File: src/rtl/pfclk_pkg.sv
// Shared constants, state type and command-word helper for the PF clock link TX word generator.
package pfclk_pkg;

  localparam logic [19:0] PFCLK_IDLE_PATTERN = 20'h07C1F;
  localparam logic [19:0] PFCLK_SYNC_PATTERN = 20'h003FF;
  localparam logic [3:0]  CMD_HDR            = 4'b1010;

  typedef enum logic [1:0] {
    WAIT_LOCK = 2'd0,
    ALIGN     = 2'd1,
    RUN       = 2'd2
  } pfclk_state_e;

  // Header nibble, then the byte and its complement so the receiver can self-check it.
  function automatic logic [19:0] pfclk_cmd_word(input logic [7:0] cmd_byte);
    return {CMD_HDR, cmd_byte, ~cmd_byte};
  endfunction

endpackage

File: src/rtl/pfclk_sync_bit.sv
// Two-flop synchronizer for a single asynchronous level; clears to 0 on reset.
module pfclk_sync_bit (
  input  logic clk,
  input  logic rst_n,
  input  logic d,
  output logic q
);

  logic meta_q;
  logic sync_q;

  always_ff @(posedge clk or negedge rst_n) begin
    if (!rst_n) begin
      meta_q <= 1'b0;
      sync_q <= 1'b0;
    end else begin
      meta_q <= d;
      sync_q <= meta_q;
    end
  end

  assign q = sync_q;

endmodule

File: src/rtl/pfclk_txword_gen.sv
// Per-cycle 20-bit TX word generator for the PF clock link: idle pattern, orbit sync marker,
// optional fast-control command injection (enabled by defining PFCLK_TXGEN_CMD_EN).
module pfclk_txword_gen
  import pfclk_pkg::*;
#(
  parameter logic [19:0] IDLE_PATTERN = PFCLK_IDLE_PATTERN,
  parameter logic [19:0] SYNC_PATTERN = PFCLK_SYNC_PATTERN,
  parameter int          ORBIT_LEN    = 3564,
  parameter int          LOCK_WAIT    = 1024
) (
  input  logic        clk_link,
  input  logic        soft_reset_n,
  input  logic        pll_lock_in,
  input  logic        tx_reset_done,
  input  logic        cmd_valid,
  input  logic [7:0]  cmd_data,
  output logic        cmd_ready,
  output logic [19:0] txdata,
  output logic        link_up,
  output logic        sync_strobe,
  output logic [11:0] bx,
  output logic [15:0] orbit_count
);

  localparam logic [11:0] BX_LAST   = 12'(ORBIT_LEN - 1);
  localparam logic [15:0] LOCK_LAST = 16'(LOCK_WAIT - 1);

  logic pll_lock_s;
  logic tx_reset_done_s;
  logic lock_ok;
  logic cmd_accept;

  pfclk_state_e state_q, state_d;
  logic [15:0]  stable_cnt_q, stable_cnt_d;
  logic [11:0]  bx_q, bx_d;
  logic [15:0]  orbit_count_q, orbit_count_d;
  logic [19:0]  txdata_q, txdata_d;
  logic         sync_strobe_q, sync_strobe_d;
  logic         link_up_q, link_up_d;
  logic         cmd_ready_q, cmd_ready_d;

  pfclk_sync_bit u_sync_pll (
    .clk   (clk_link),
    .rst_n (soft_reset_n),
    .d     (pll_lock_in),
    .q     (pll_lock_s)
  );

  pfclk_sync_bit u_sync_txrst (
    .clk   (clk_link),
    .rst_n (soft_reset_n),
    .d     (tx_reset_done),
    .q     (tx_reset_done_s)
  );

  assign lock_ok = pll_lock_s & tx_reset_done_s;

`ifdef PFCLK_TXGEN_CMD_EN
  assign cmd_accept = cmd_valid & cmd_ready_q;
`else
  logic unused_cmd;
  assign unused_cmd = ^{cmd_valid, cmd_data};
  assign cmd_accept = 1'b0;
`endif

  always_comb begin
    state_d       = state_q;
    stable_cnt_d  = stable_cnt_q;
    bx_d          = bx_q;
    orbit_count_d = orbit_count_q;
    txdata_d      = IDLE_PATTERN;
    sync_strobe_d = 1'b0;
    link_up_d     = 1'b0;

    if (!lock_ok) begin
      // Lock loss overrides every state; any command accepted this cycle is dropped.
      state_d      = WAIT_LOCK;
      stable_cnt_d = '0;
      bx_d         = '0;
    end else begin
      case (state_q)
        WAIT_LOCK: begin
          if (stable_cnt_q == LOCK_LAST) begin
            state_d      = ALIGN;
            stable_cnt_d = '0;
          end else begin
            stable_cnt_d = stable_cnt_q + 16'd1;
          end
        end
        ALIGN: begin
          state_d       = RUN;
          bx_d          = '0;
          orbit_count_d = '0;
          txdata_d      = SYNC_PATTERN;
          sync_strobe_d = 1'b1;
          link_up_d     = 1'b1;
        end
        RUN: begin
          link_up_d = 1'b1;
          if (bx_q == BX_LAST) begin
            bx_d          = '0;
            orbit_count_d = orbit_count_q + 16'd1;
            txdata_d      = SYNC_PATTERN;
            sync_strobe_d = 1'b1;
          end else begin
            bx_d = bx_q + 12'd1;
            if (cmd_accept) begin
              txdata_d = pfclk_cmd_word(cmd_data);
            end
          end
        end
        default: begin
          state_d = WAIT_LOCK;
        end
      endcase
    end

    // Ready is registered against the next slot, so it is never high ahead of the sync slot.
`ifdef PFCLK_TXGEN_CMD_EN
    cmd_ready_d = (state_d == RUN) && (bx_d != BX_LAST);
`else
    cmd_ready_d = 1'b0;
`endif
  end

  always_ff @(posedge clk_link or negedge soft_reset_n) begin
    if (!soft_reset_n) begin
      state_q       <= WAIT_LOCK;
      stable_cnt_q  <= '0;
      bx_q          <= '0;
      orbit_count_q <= '0;
      txdata_q      <= IDLE_PATTERN;
      sync_strobe_q <= 1'b0;
      link_up_q     <= 1'b0;
      cmd_ready_q   <= 1'b0;
    end else begin
      state_q       <= state_d;
      stable_cnt_q  <= stable_cnt_d;
      bx_q          <= bx_d;
      orbit_count_q <= orbit_count_d;
      txdata_q      <= txdata_d;
      sync_strobe_q <= sync_strobe_d;
      link_up_q     <= link_up_d;
      cmd_ready_q   <= cmd_ready_d;
    end
  end

  assign txdata      = txdata_q;
  assign link_up     = link_up_q;
  assign sync_strobe = sync_strobe_q;
  assign bx          = bx_q;
  assign orbit_count = orbit_count_q;
  assign cmd_ready   = cmd_ready_q;

endmodule
File: config.mk
export PLATFORM = sky130hd
export DESIGN_NAME = pfclk_txword_gen
export DESIGN_NICKNAME = d
export VERILOG_FILES = /design/src/rtl/pfclk_pkg.sv /design/src/rtl/pfclk_sync_bit.sv /design/src/rtl/pfclk_txword_gen.sv
export SDC_FILE = /design/constraint.sdc
export NUM_CORES = 1
export LEC_CHECK = 0
export ABC_AREA = 1
export BUFFER_PORTS_ARGS = -buffer_cell sky130_fd_sc_hd__buf_2
export CAP_MARGIN = 20
export CORE_ASPECT_RATIO = 0.6
export CORE_MARGIN = 1.5
export CORE_UTILIZATION = 30
export CTS_CLUSTER_SIZE = 40
export DETAILED_ROUTE_END_ITERATION = 8
export PLACE_DENSITY = 0.47
export SLEW_MARGIN = 20
export SYNTH_ARGS = -nofsm -noshare
export SYNTH_HDL_FRONTEND = slang
export SYNTH_SLANG_ARGS = --single-unit
File: constraint.sdc
create_clock -name clk_link -period 2.3 [get_ports clk_link]
set_input_delay 0.115 -clock clk_link [delete_from_list [all_inputs] [get_ports clk_link]]
set_output_delay 0.115 -clock clk_link [all_outputs]
set_load 0.01 [all_outputs]
==> metrics.txt <==
status=finished clean; top cells by count, synth=nand2_1 (145), dfrtp_1 (52), nor2_1 (48); Layout Area Growth over Synthesis=12.97%; routed wire length=8062 um; GRT Util Overall=14.69%; worst flop-to-flop path startpoint=state_q[0]; Critical Path RT=2.52 ns; fillers=1170; Final Hold Fails=0; CORE AREA=0.01067 mm^2; count leader, synth=nand2_1; Hold Startpoint=u_sync_pll.meta_q; initial antenna violation count=0; vias in the first global route=2566; clock sink count=53; # port buffers=43; Cell Chain, Critical Path=inv_1 > ha_1 > nor2_1 > nor2_2 > nand4_2 > nand2_2 > inv_2 > nand2_1 > o21ai_2; Avg Synthesized Cell Area=7.273 um^2; post-cts resize count=0; Initial Utilization=31.02%; critical path endpoint=orbit_count[5]; Worst Tran Pin Value=0.7125 ns; Hold WC Path Type=flop to flop; Crit Path Class=flop to flop; first-pass GRT wire length=13650 um; Post-Syn Instances=455; initial drt markers=231; Rows=29; fmax=0.5322 GHz; CTS max path bufs=2; Max Cap Violations=0; hold path cells=0; Ys Warns=0; vias per inst=4.594; min cycle time layout=1.879 ns; Pleak=1.782 nW; crit-path max FO=20; WL/cell=12.70 um; top cell type's share of synthesized area=39.32%; post-synth cell types=32; crit path DAT=2.10 ns; Clock Skew=0.009011 ns; FF/Latch Area=0.001328 mm^2; Ports=64; die width=138.6 um; H-tree depth=2; Synth area leaders=dfrtp_1 (39%), nand2_1 (16%), nor2_1 (5.4%); share of layout cells above drive strength 1=15.52%; largest net degree at the start of global routing=54; grt ovf=0; number of diodes=0; CP Capture Type=flop; Vias=2917; Worst path max stage delay=0.39 ns; CTS root buf=clkbuf_16; R2R Setup Slk=0.42 ns; flops & latches, synth=53; period utilisation layout=81.69%; crit path from=state_q[0]; stages on the worst setup path=9; final RePlAce weighted congestion=0.8889; TritonCTS buffer count=5; Pwr Density=499.1 mW/mm^2; Design Area, Final=0.003739 mm^2; cell family with most CP delay=simple AND/OR/NAND/NOR gates; sequential area share after synthesis=40.11%; R2R cell count=9; post-route setup TNS=0 ns; Async SR Flop Fraction=100.0%; DRT Pass-1 Iters=4; slew margin rel.=52.50%; Max Transition Viols Final=0; Final ANT Viol Nets=0; area of the multi-input gates=0.001624 mm^2; CP max stage cell=dfrtp_1; r2r endpoint=orbit_count[5]; synthesized cell area=0.003309 mm^2; area leader, netlist=dfrtp_1; Buf/Inv on CP=2; Post-synth EDFFs=0; Reg clk slew, reported paths=0.08 ns; worst-skew pair later-pin latency=0.30 ns; CP Launch Type=flop; Hold WS=0.3557 ns; Final nets=515; Post-CTS Setup Inserts=0; RSZ-0062 raised after global routing=no; die height=84.36 um; CTS tree=done; Die Footprint=0.01169 mm^2; Residual DRC=0; endpoints failing setup=0; Top FF cell, synth=dfrtp_1; hpwl dp=6006 um; worst vdd ir=0.3287 mV; post-place instance area=0.003558 mm^2
==> flip-flops by register name, indices dropped and copies added, names as in the netlist <==
register / flops
u_sync_pll.q: 1
u_sync_txrst.q: 1
orbit_count: 16
u_sync_pll.meta_q: 1
state_q: 2
stable_cnt_q: 16
txdata: 2
link_up: 1
u_sync_txrst.meta_q: 1
bx: 12
==> what timing repair did <==
item	in CTS	in global routing
hold buffers	3	0
endpoints found under the hold margin	54	0
endpoints found under the setup margin	0	0
==> placed cells by master (no fill, tap or decap), types with 9 or more instances in the layout <==
master   instances
o21ai_0         20
dfrtp_1         52
nand2_1        145
xor2_1          13
buf_2           43
nand3_1         32
nor3_1           9
conb_1          11
inv_1           47
nor2_1          48
nand4_1         18
==> worst min-delay path by stage <==
stage               slack [ns]                  end
floorplan                -0.18                bx[0]
global placement          0.22    u_sync_pll.meta_q
detailed placement        0.23  u_sync_txrst.meta_q
CTS                       0.36         u_sync_pll.q
global route              0.37       u_sync_txrst.q
finish                    0.36         u_sync_pll.q
==> worst register-to-register path, cell delays in order, from the launching register on <==
cell     delay (ns)
dfrtp_1        0.39
inv_1          0.09
ha_1           0.27
nor2_1         0.25
nor2_2         0.09
nand4_2        0.13
nand2_2        0.07
inv_2          0.32
nand2_1        0.12
o21ai_2        0.07
==> metal layers <==
metal	share of wire [%]	GRT usage, %
met2	37	18.45
met4	0.42	2.871
met3	5.7	3.252
met1	57	24.50
met5	0	0
==> final cells by class <==
cell class / count / area share, %
clock inverter: 3 / 0.6693
sequential: 53 / 35.51
tap: 139 / 4.652
inverter: 50 / 5.020
clock buffer: 5 / 3.347
timing repair buffer: 50 / 7.363
multi-input combinational: 335 / 43.44
==> per-stage QoR <==
step,cells,total power [mW],utilization (%),setup slack (ns)
4_1_cts,635,1.901,35.05,0.4101
3_5_place_dp,624,1.093,33.36,0.4396
2_1_floorplan,464,1.063,-,0.7655
3_3_place_gp,624,1.093,33.36,0.4503
6_report,635,1.866,35.05,0.4211
5_1_grt,635,1.957,35.05,0.2360
==> kinds of logic (layout without fill, tap and decap cells) <==
| logic type | Yosys count | count (layout) | synth area share, % |
|---|---|---|---|
| flops | 53 | 53 | 40.11 |
| other cells | 2 | 11 | 0.2269 |
| xor+xnor | 14 | 14 | 3.705 |
| fa+ha+maj | 7 | 7 | 2.646 |
| simple gates | 265 | 265 | 34.40 |
| buf+inv | 76 | 108 | 11.83 |
| compound gates | 38 | 38 | 7.070 |
==> power by group <==
group	leakage, nW	switching (mW)	internal (mW)	total, mW
Clock	0.0704	0.381	0.411	0.792
Sequential	0.726	0.0105	0.943	0.954
Combinational	0.986	0.0916	0.0294	0.121
Note: power is estimated with default switching activity, not from simulation.
